<file path="src/rtl/if_else_emitter.sv">
// Serialises one "if x<op> N p<=N else p<=N;" statement as paced 7-bit ASCII characters.
// Build option: define NEWLINE_TERM_EN to emit a trailing 0x0A after the ';'.
module if_else_emitter #(
  parameter int CHAR_GAP = 1
) (
  input  logic        clk,
  input  logic        rst_n,
  input  logic        start,
  input  logic [2:0]  comparator,
  input  logic [31:0] valc,
  input  logic [31:0] const1,
  input  logic [31:0] const2,
  output logic [6:0]  ascii_char,
  output logic        char_valid,
  output logic        busy,
  output logic        done,
  output logic        error_flag,
  output logic [2:0]  state_dbg
);

  // Stream contract: char_valid is a one-cycle strobe with no back-pressure; ascii_char is
  // meaningful only while it is high and then holds until the next strobe.
  typedef enum logic [2:0] {
    S_IDLE, S_LOAD, S_TEXT, S_CONV, S_DIGIT, S_GAP, S_FIN, S_ERR
  } state_t;

  // Template slots: each number occupies a single slot and is expanded by CONV/DIGIT.
  localparam logic [4:0] POS_OP0  = 5'd4;
  localparam logic [4:0] POS_NUM0 = 5'd7;
  localparam logic [4:0] POS_NUM1 = 5'd12;
  localparam logic [4:0] POS_NUM2 = 5'd22;
`ifdef NEWLINE_TERM_EN
  localparam logic [4:0] POS_END  = 5'd25;
`else
  localparam logic [4:0] POS_END  = 5'd24;
`endif
  localparam logic [3:0] GAP_INIT = 4'(CHAR_GAP - 1);

  state_t      state, ret_state;
  logic [2:0]  cmp_q;
  logic [31:0] valc_q, const1_q, const2_q;
  logic [4:0]  pos;
  logic [3:0]  gap_cnt;
  logic [31:0] rem;
  logic [3:0]  pidx, digit;
  logic        seen;

  logic [6:0]  lit_char;
  logic [4:0]  nxt_pos;
  logic        is_num, two_char_op;
  logic [31:0] num_sel, pow;

  assign state_dbg   = state;
  assign two_char_op = (cmp_q != 3'd2) && (cmp_q != 3'd3);
  assign nxt_pos     = (pos == POS_OP0 && !two_char_op) ? 5'd6 : pos + 5'd1;
  assign is_num      = (pos == POS_NUM0) || (pos == POS_NUM1) || (pos == POS_NUM2);

  always_comb begin
    lit_char = 7'h20;
    case (pos)
      5'd0:         lit_char = 7'h69;
      5'd1:         lit_char = 7'h66;
      5'd3:         lit_char = 7'h78;
      5'd4: begin
        case (cmp_q)
          3'd0:       lit_char = 7'h3D;
          3'd1:       lit_char = 7'h21;
          3'd2, 3'd4: lit_char = 7'h3C;
          default:    lit_char = 7'h3E;
        endcase
      end
      5'd5, 5'd11, 5'd21: lit_char = 7'h3D;
      5'd9, 5'd19:  lit_char = 7'h70;
      5'd10, 5'd20: lit_char = 7'h3C;
      5'd14, 5'd17: lit_char = 7'h65;
      5'd15:        lit_char = 7'h6C;
      5'd16:        lit_char = 7'h73;
      5'd23:        lit_char = 7'h3B;
      5'd24:        lit_char = 7'h0A;
      default:      lit_char = 7'h20;
    endcase
  end

  always_comb begin
    num_sel = const2_q;
    if (pos == POS_NUM0)      num_sel = valc_q;
    else if (pos == POS_NUM1) num_sel = const1_q;
  end

  always_comb begin
    pow = 32'd1;
    case (pidx)
      4'd1:    pow = 32'd10;
      4'd2:    pow = 32'd100;
      4'd3:    pow = 32'd1000;
      4'd4:    pow = 32'd10000;
      4'd5:    pow = 32'd100000;
      4'd6:    pow = 32'd1000000;
      4'd7:    pow = 32'd10000000;
      4'd8:    pow = 32'd100000000;
      4'd9:    pow = 32'd1000000000;
      default: pow = 32'd1;
    endcase
  end

  always_ff @(posedge clk or negedge rst_n) begin
    if (!rst_n) begin
      state      <= S_IDLE;
      ret_state  <= S_IDLE;
      cmp_q      <= '0;
      valc_q     <= '0;
      const1_q   <= '0;
      const2_q   <= '0;
      pos        <= '0;
      gap_cnt    <= '0;
      rem        <= '0;
      pidx       <= '0;
      digit      <= '0;
      seen       <= 1'b0;
      ascii_char <= '0;
      char_valid <= 1'b0;
      busy       <= 1'b0;
      done       <= 1'b0;
      error_flag <= 1'b0;
    end else begin
      char_valid <= 1'b0;
      done       <= 1'b0;
      case (state)
        S_IDLE: begin
          if (start) begin
            cmp_q      <= comparator;
            valc_q     <= valc;
            const1_q   <= const1;
            const2_q   <= const2;
            pos        <= '0;
            busy       <= 1'b1;
            error_flag <= 1'b0;
            state      <= (comparator > 3'd5) ? S_ERR : S_LOAD;
          end
        end
        // LOAD shares TEXT's emit path so 'i' leaves one cycle after the accepted start.
        S_LOAD, S_TEXT: begin
          if (is_num) begin
            rem   <= num_sel;
            pidx  <= 4'd9;
            digit <= '0;
            seen  <= 1'b0;
            state <= S_CONV;
          end else begin
            ascii_char <= lit_char;
            char_valid <= 1'b1;
            pos        <= nxt_pos;
            ret_state  <= (nxt_pos == POS_END) ? S_FIN : S_TEXT;
            gap_cnt    <= GAP_INIT;
            state      <= S_GAP;
          end
        end
        S_CONV: begin
          if (rem >= pow) begin
            rem   <= rem - pow;
            digit <= digit + 4'd1;
          end else if (digit == 4'd0 && !seen && pidx != 4'd0) begin
            pidx <= pidx - 4'd1;
          end else begin
            state <= S_DIGIT;
          end
        end
        S_DIGIT: begin
          ascii_char <= 7'h30 + {3'b000, digit};
          char_valid <= 1'b1;
          seen       <= 1'b1;
          digit      <= '0;
          gap_cnt    <= GAP_INIT;
          state      <= S_GAP;
          if (pidx == 4'd0) begin
            pos       <= pos + 5'd1;
            ret_state <= S_TEXT;
          end else begin
            pidx      <= pidx - 4'd1;
            ret_state <= S_CONV;
          end
        end
        S_GAP: begin
          if (gap_cnt == 4'd0) state <= ret_state;
          else                 gap_cnt <= gap_cnt - 4'd1;
        end
        S_FIN: begin
          done  <= 1'b1;
          busy  <= 1'b0;
          state <= S_IDLE;
        end
        S_ERR: begin
          error_flag <= 1'b1;
          done       <= 1'b1;
          busy       <= 1'b0;
          state      <= S_IDLE;
        end
        default: state <= S_IDLE;
      endcase
    end
  end

endmodule

</file>
<file path="config.mk">
export PLATFORM = sky130hd
export DESIGN_NAME = if_else_emitter
export DESIGN_NICKNAME = d
export VERILOG_FILES = /design/src/rtl/if_else_emitter.sv
export SDC_FILE = /design/constraint.sdc
export NUM_CORES = 1
export LEC_CHECK = 0
export CORE_MARGIN = 1
export CORE_UTILIZATION = 60
export CTS_BUF_LIST = sky130_fd_sc_hd__clkbuf_4
export DETAILED_ROUTE_END_ITERATION = 6
export DONT_BUFFER_PORTS = 1
export PLACE_DENSITY = 0.83
export SLEW_MARGIN = 5
export SYNTH_ARGS = -nofsm -noshare
export SYNTH_HDL_FRONTEND = slang
export SYNTH_SLANG_ARGS = --single-unit
</file>
<file path="constraint.sdc">
create_clock -name clk -period 4.45 [get_ports clk]
set_input_delay 0.2225 -clock clk [delete_from_list [all_inputs] [get_ports clk]]
set_output_delay 0.2225 -clock clk [all_outputs]
set_load 0.01 [all_outputs]
</file>
# After elaboration in Yosys (flattened, before gate mapping)
# Memories as Yosys holds them, arrays and structs flattened.
# Cells that the tools add are included.
# word_totals
register_bits,166
n_memories,1
romBits,480
word_cells,154
# classes
muxes,45
n_eq_ne,43
add_sub_neg,6
n_lt_le_gt_ge,2
n_reduce_logical,40
# memory_table
memory,words,word_bits,read_ports,rd_clocked_by_memory_dff,write_ports,line,text
(no name shown),16,30,1,0,0,92,case (pidx)
# ops
op,n
2-to-1 mux 32 bit,4
case mux 7 bit (12 select lines),1
case mux 32 bit (2 select lines),1
"equality test 5 bit, second input constant",9
case mux 4 bit (3 select lines),3
greater-or-equal comparator 32 bit,1
2-to-1 mux 4 bit,8
subtractor 32 bit,1
"equality test 5 x 4 -> 1 bit, second input constant",6
case mux 5 bit (3 select lines),2
2-to-1 mux 3 bit,8
"!= test 2 bit, second input constant",11
2-to-1 mux 5 bit,4
case mux 3 bit (6 select lines),1
"equality test 3 bit, second input constant",5
"equality test 5 x 3 -> 1 bit, second input constant",3
case mux 7 bit (2 select lines),1
logical NOT 4 bit,3
OR reduction 2 bit,6
AND reduction 2 bit,5
"equality test 3 x 2 -> 1 bit, second input constant",3
AND reduction 3 bit,3
nonzero test 3 bit,3
case mux 1 bit (2 select lines),4
22 further kinds,40

# Longest topological paths before layout
# depth
depth_word,9
depth_mapped,18
depth_no_buf,15

# Least setup slack after synthesis
# No wires, ideal clock.
# synth_timing
path_kind,register to register
from,reg pidx[3]
to,reg rem[21]
t_arrival_ns,3.447
setup_ns,0.081
t_required_ns,4.369
path_buffers,3
synth_period_minus_slack_ns,3.529
path_stages_with_launch,16
slack_ns,0.921
path_cell_list,dfrtp_1 -> clkbuf_1 -> nor2b_1 -> clkbuf_1 -> nand2_1 -> o21a_1 -> ha_1 -> buf_6 -> a21oi_4 -> a21oi_2 -> or3_4 -> o211a_1 -> o41a_1 -> a22o_1 -> mux2_4 -> a31oi_2
# synth_via
elab_chain_len,4
# synth_lines
item,line,text
start: declaration,45,"logic [3:0] pidx, digit;"
start signal: assignment,163,pidx <= pidx - 4'd1;
start signal: assignment,179,pidx <= pidx - 4'd1;
memory read (16 x 30 bit) (*),n/a,
subtractor 32 bit or greater-or-equal comparator 32 bit (tied branches),"160, 159",
2-to-1 mux 32 bit or != test 2 bit (tied branches),n/a,
case mux 32 bit (2 select lines) or AND reduction 3 bit (tied branches),n/a,
end signal: assignment,144,rem <= num_sel;
end signal: assignment,160,rem <= rem - pow;
end: declaration,44,logic [31:0] rem;
# Every way passes the cells marked *; elsewhere a longest branch is shown, timed or not. The select of a mux whose other input is x is not followed.
# A chain may end at the register's enable or synchronous reset.

# Final worst setup path
# layout_timing
from,reg pidx[1]
to,reg rem[31]
# The elaborated chain is that of the path after synthesis.

==> impl_metrics.toml <==
[worst_setup_path]
end_kind = "register"
crit_fanout = 21
crit_chain = "inv_1 -> ha_1 -> nand2_1 -> nand2_1 -> ha_1 -> inv_1 -> fa_1 -> a211oi_1 -> o21ai_1 -> and3b_1 -> o211ai_1 -> o211ai_1 -> buf_4 -> and3_1 -> or4_1 -> a31oi_1"
worstPathBufferInverterCount = 3
crit_family = "simple AND/OR/NAND/NOR gates"
crit_required_ns = 4.97
max_stage_delay_ns = 0.52
critPathLaunchType = "register"
worstSetupPathType = "reg2reg"
worst_path_max_delay_cell = "dfrtp_1"
arrival_ns = 4.75

[layout]
drive_above_1_share_pct = 15.1
nets = 1241
synthToLayoutAreaGrowth_pct = 15.5
final_core_util_pct = 71.6
design_area_sq_um = 11500
fill_cells = 1049

[logic_synthesis]
yosys_most_used_dff = "dfrtp_1"
synth_seq_cells = 166
syn-mean-instance-area_sq_um = 9.81
synth-edff-count = 0
syn_inst = 1012
yosysSeqAreaShare_pct = 41.9
synth.distinct_cells = 74
syn-cell-area_sq_um = 9920
yosysWarnings = 0
syn-num-nets = 1161
async_flop_share_pct = 100

[flow_run]
cap_viol_max_count = 0

[routing]
wl_met3_microns = 3140
initialDrtViolationCount = 1249
postRouteAntennaNets = 0
vias_per_cell = 6.81
wirelength_microns = 30600
routed.top_layer = "met4"
wl_met2_microns = 14200
vias = 8998
wl_per_cell_microns = 23.2
wl_met1_microns = 11800
drtPass1Iterations = 7
drc = 0

[timing]
finalHoldViolCount = 0
worst_pin_slew_ns = 0.981
drv_slew = 0
final.setup.tns_ns = 0
fin_skew_ns = 0.0440
max_freq_ghz = 0.237
fin_crit_ns = 4.23
slew_headroom_pct = 34.6
period_share_pct = 95.0
rsz0062_at_grt = "false"
finalSetupViolations = 0

[pwr]
finalPower_mw = 10.1
p_leak_nw = 4.98
ir_drop_uv = 415
power_density_nw_per_um2 = 878

[die]
die_y_microns = 131
num_rows = 46
die_area_sq_um = 17100
num_io_pins = 116
die_w_microns = 131
start_util_pct = 62.0
fp.coreArea_sq_um = 16000

[cts]
cts_resized = 0
cts_buffer_depth = 2
clk_latency_ns = 0.62
cts-root-buf = "clkbuf_4"
htree_num_levels = 4
path_clk_slew_ns = 0.17
clock-sinks = 166
cts_made_buffers = 17
tritoncts = "done"

[placement]
place.gp.congestion = 0.952
hpwlAfterDp_microns = 17400
placed_area_sq_um = 10100
port_buffers = 0

[min_path]
min_path_type = "in2async"

[global_route]
grt_usage_pct = 37.5
grt_pass1_wl_microns = 47600
grt-ovfl-total = 0
grt_pass1_vias = 8618
grt_max_degree = 167
antenna_found_initial = 1

[status]
status = "finished, final reports clean"
power breakdown:
group	internal, mW	leakage (nW)	switching [mW]
Sequential	2.20	1.99	0.691
Combinational	2.57	2.83	3.62
Clock	0.310	0.158	0.673
cell usage after synthesis, drive strengths merged, types with 4 or more instances:
cell / n / area (sq um)
nand4: 8 / 50.1
o21bai: 5 / 37.5
a21boi: 5 / 37.5
o211ai: 10 / 75.1
mux2i: 40 / 400
a211oi: 29 / 223
nand2: 79 / 297
and3: 8 / 50.1
nor2b: 10 / 62.6
a21oi: 93 / 480
or3: 4 / 30.0
xnor2: 14 / 123
nor3b: 8 / 60.1
inv: 22 / 82.6
o21a: 10 / 75.1
ha: 46 / 576
mux2: 103 / 1160
dfrtp: 166 / 4150
or2: 4 / 25.0
buf: 12 / 70.1
nor3: 20 / 100
nand2b: 8 / 50.1
a22oi: 8 / 60.1
nor2: 87 / 327
o21ai: 68 / 340
clkbuf: 45 / 169
a21o: 14 / 105
nand3: 12 / 60.1
a221o: 4 / 41.3
xor2: 11 / 96.3
a31oi: 9 / 62.6
metrics by stage:
step / hold slack (ns) / cells / setup slack, ns
global route: 0.240 / 1322 / 0.0602
CTS: 0.256 / 1321 / 0.382
global placement: -0.0694 / 1187 / 0.564
floorplan: -0.0731 / 1012 / 0.921
detailed placement: -0.0693 / 1187 / 0.439
finish: 0.133 / 1322 / 0.223
cells in the final DEF, fill, tap and decap left out, drive strengths merged, types with 20 or more instances in the layout:
master | synthesis | layout
a211oi | 29 | 29
a21oi | 93 | 93
dfrtp | 166 | 166
dlygate4sd3 | 0 | 101
ha | 46 | 46
inv | 22 | 27
mux2 | 103 | 103
mux2i | 40 | 40
nand2 | 79 | 79
nor2 | 87 | 87
nor3 | 20 | 20
o21ai | 68 | 68
cells by family after synthesis:
logic type      synth area share, %
mux                            15.8
xor+xnor                       2.21
flops                          41.9
compound gates                 18.2
buf+inv                        3.24
simple gates                   12.6
fa+ha+maj                      6.10
worst paths after layout:
path,startpoint,end,slack (ns),depth (start not counted)
worst max-delay path,pidx[1],rem[31],0.22,16
worst min-delay path,rst_n,pos[0],0.13,2
worst max register to register,pidx[1],rem[31],0.22,16
worst min register to register,ret_state[1],ret_state[1],0.49,1
max in group asynchronous,rst_n,rem[19],3.43,2
min in group clk,const1[14],const1_q[14],0.27,2
layout make-up:
| cell class | instances | area [sq um] | area share, % |
|---|---|---|---|
| Antenna cell | 1 | 2.50 | 0.0218 |
| Clock buffer | 17 | 128 | 1.11 |
| Clock inverter | 15 | 188 | 1.64 |
| Inverter | 22 | 82.6 | 0.720 |
| Multi-Input combinational cell | 767 | 5470 | 47.7 |
| Sequential cell | 166 | 4150 | 36.2 |
| Tap cell | 216 | 270 | 2.36 |
| Timing Repair Buffer | 118 | 1170 | 10.2 |
what timing repair did:
action / in CTS / in global routing
endpoints found under the hold margin: 269 / 0
hold buffers: 102 / 0
buffers inserted: 0 / 0
state kept, by name (all words and copies together), names as in the netlist, 3 cells and up:
register and count:
ascii_char 7, cmp_q 3, const1_q 32, const2_q 32, digit 4, gap_cnt 4, pidx 4, pos 5
rem 32, ret_state 3, state_dbg 3, valc_q 32
metal layers:
metal	global-route usage, %	vias up
met5	0	-
met4	18.6	0
met3	9.28	152
met2	58.2	683
met1	49.1	4304
li1	-	3859
Power figures use the tool's default switching activity.
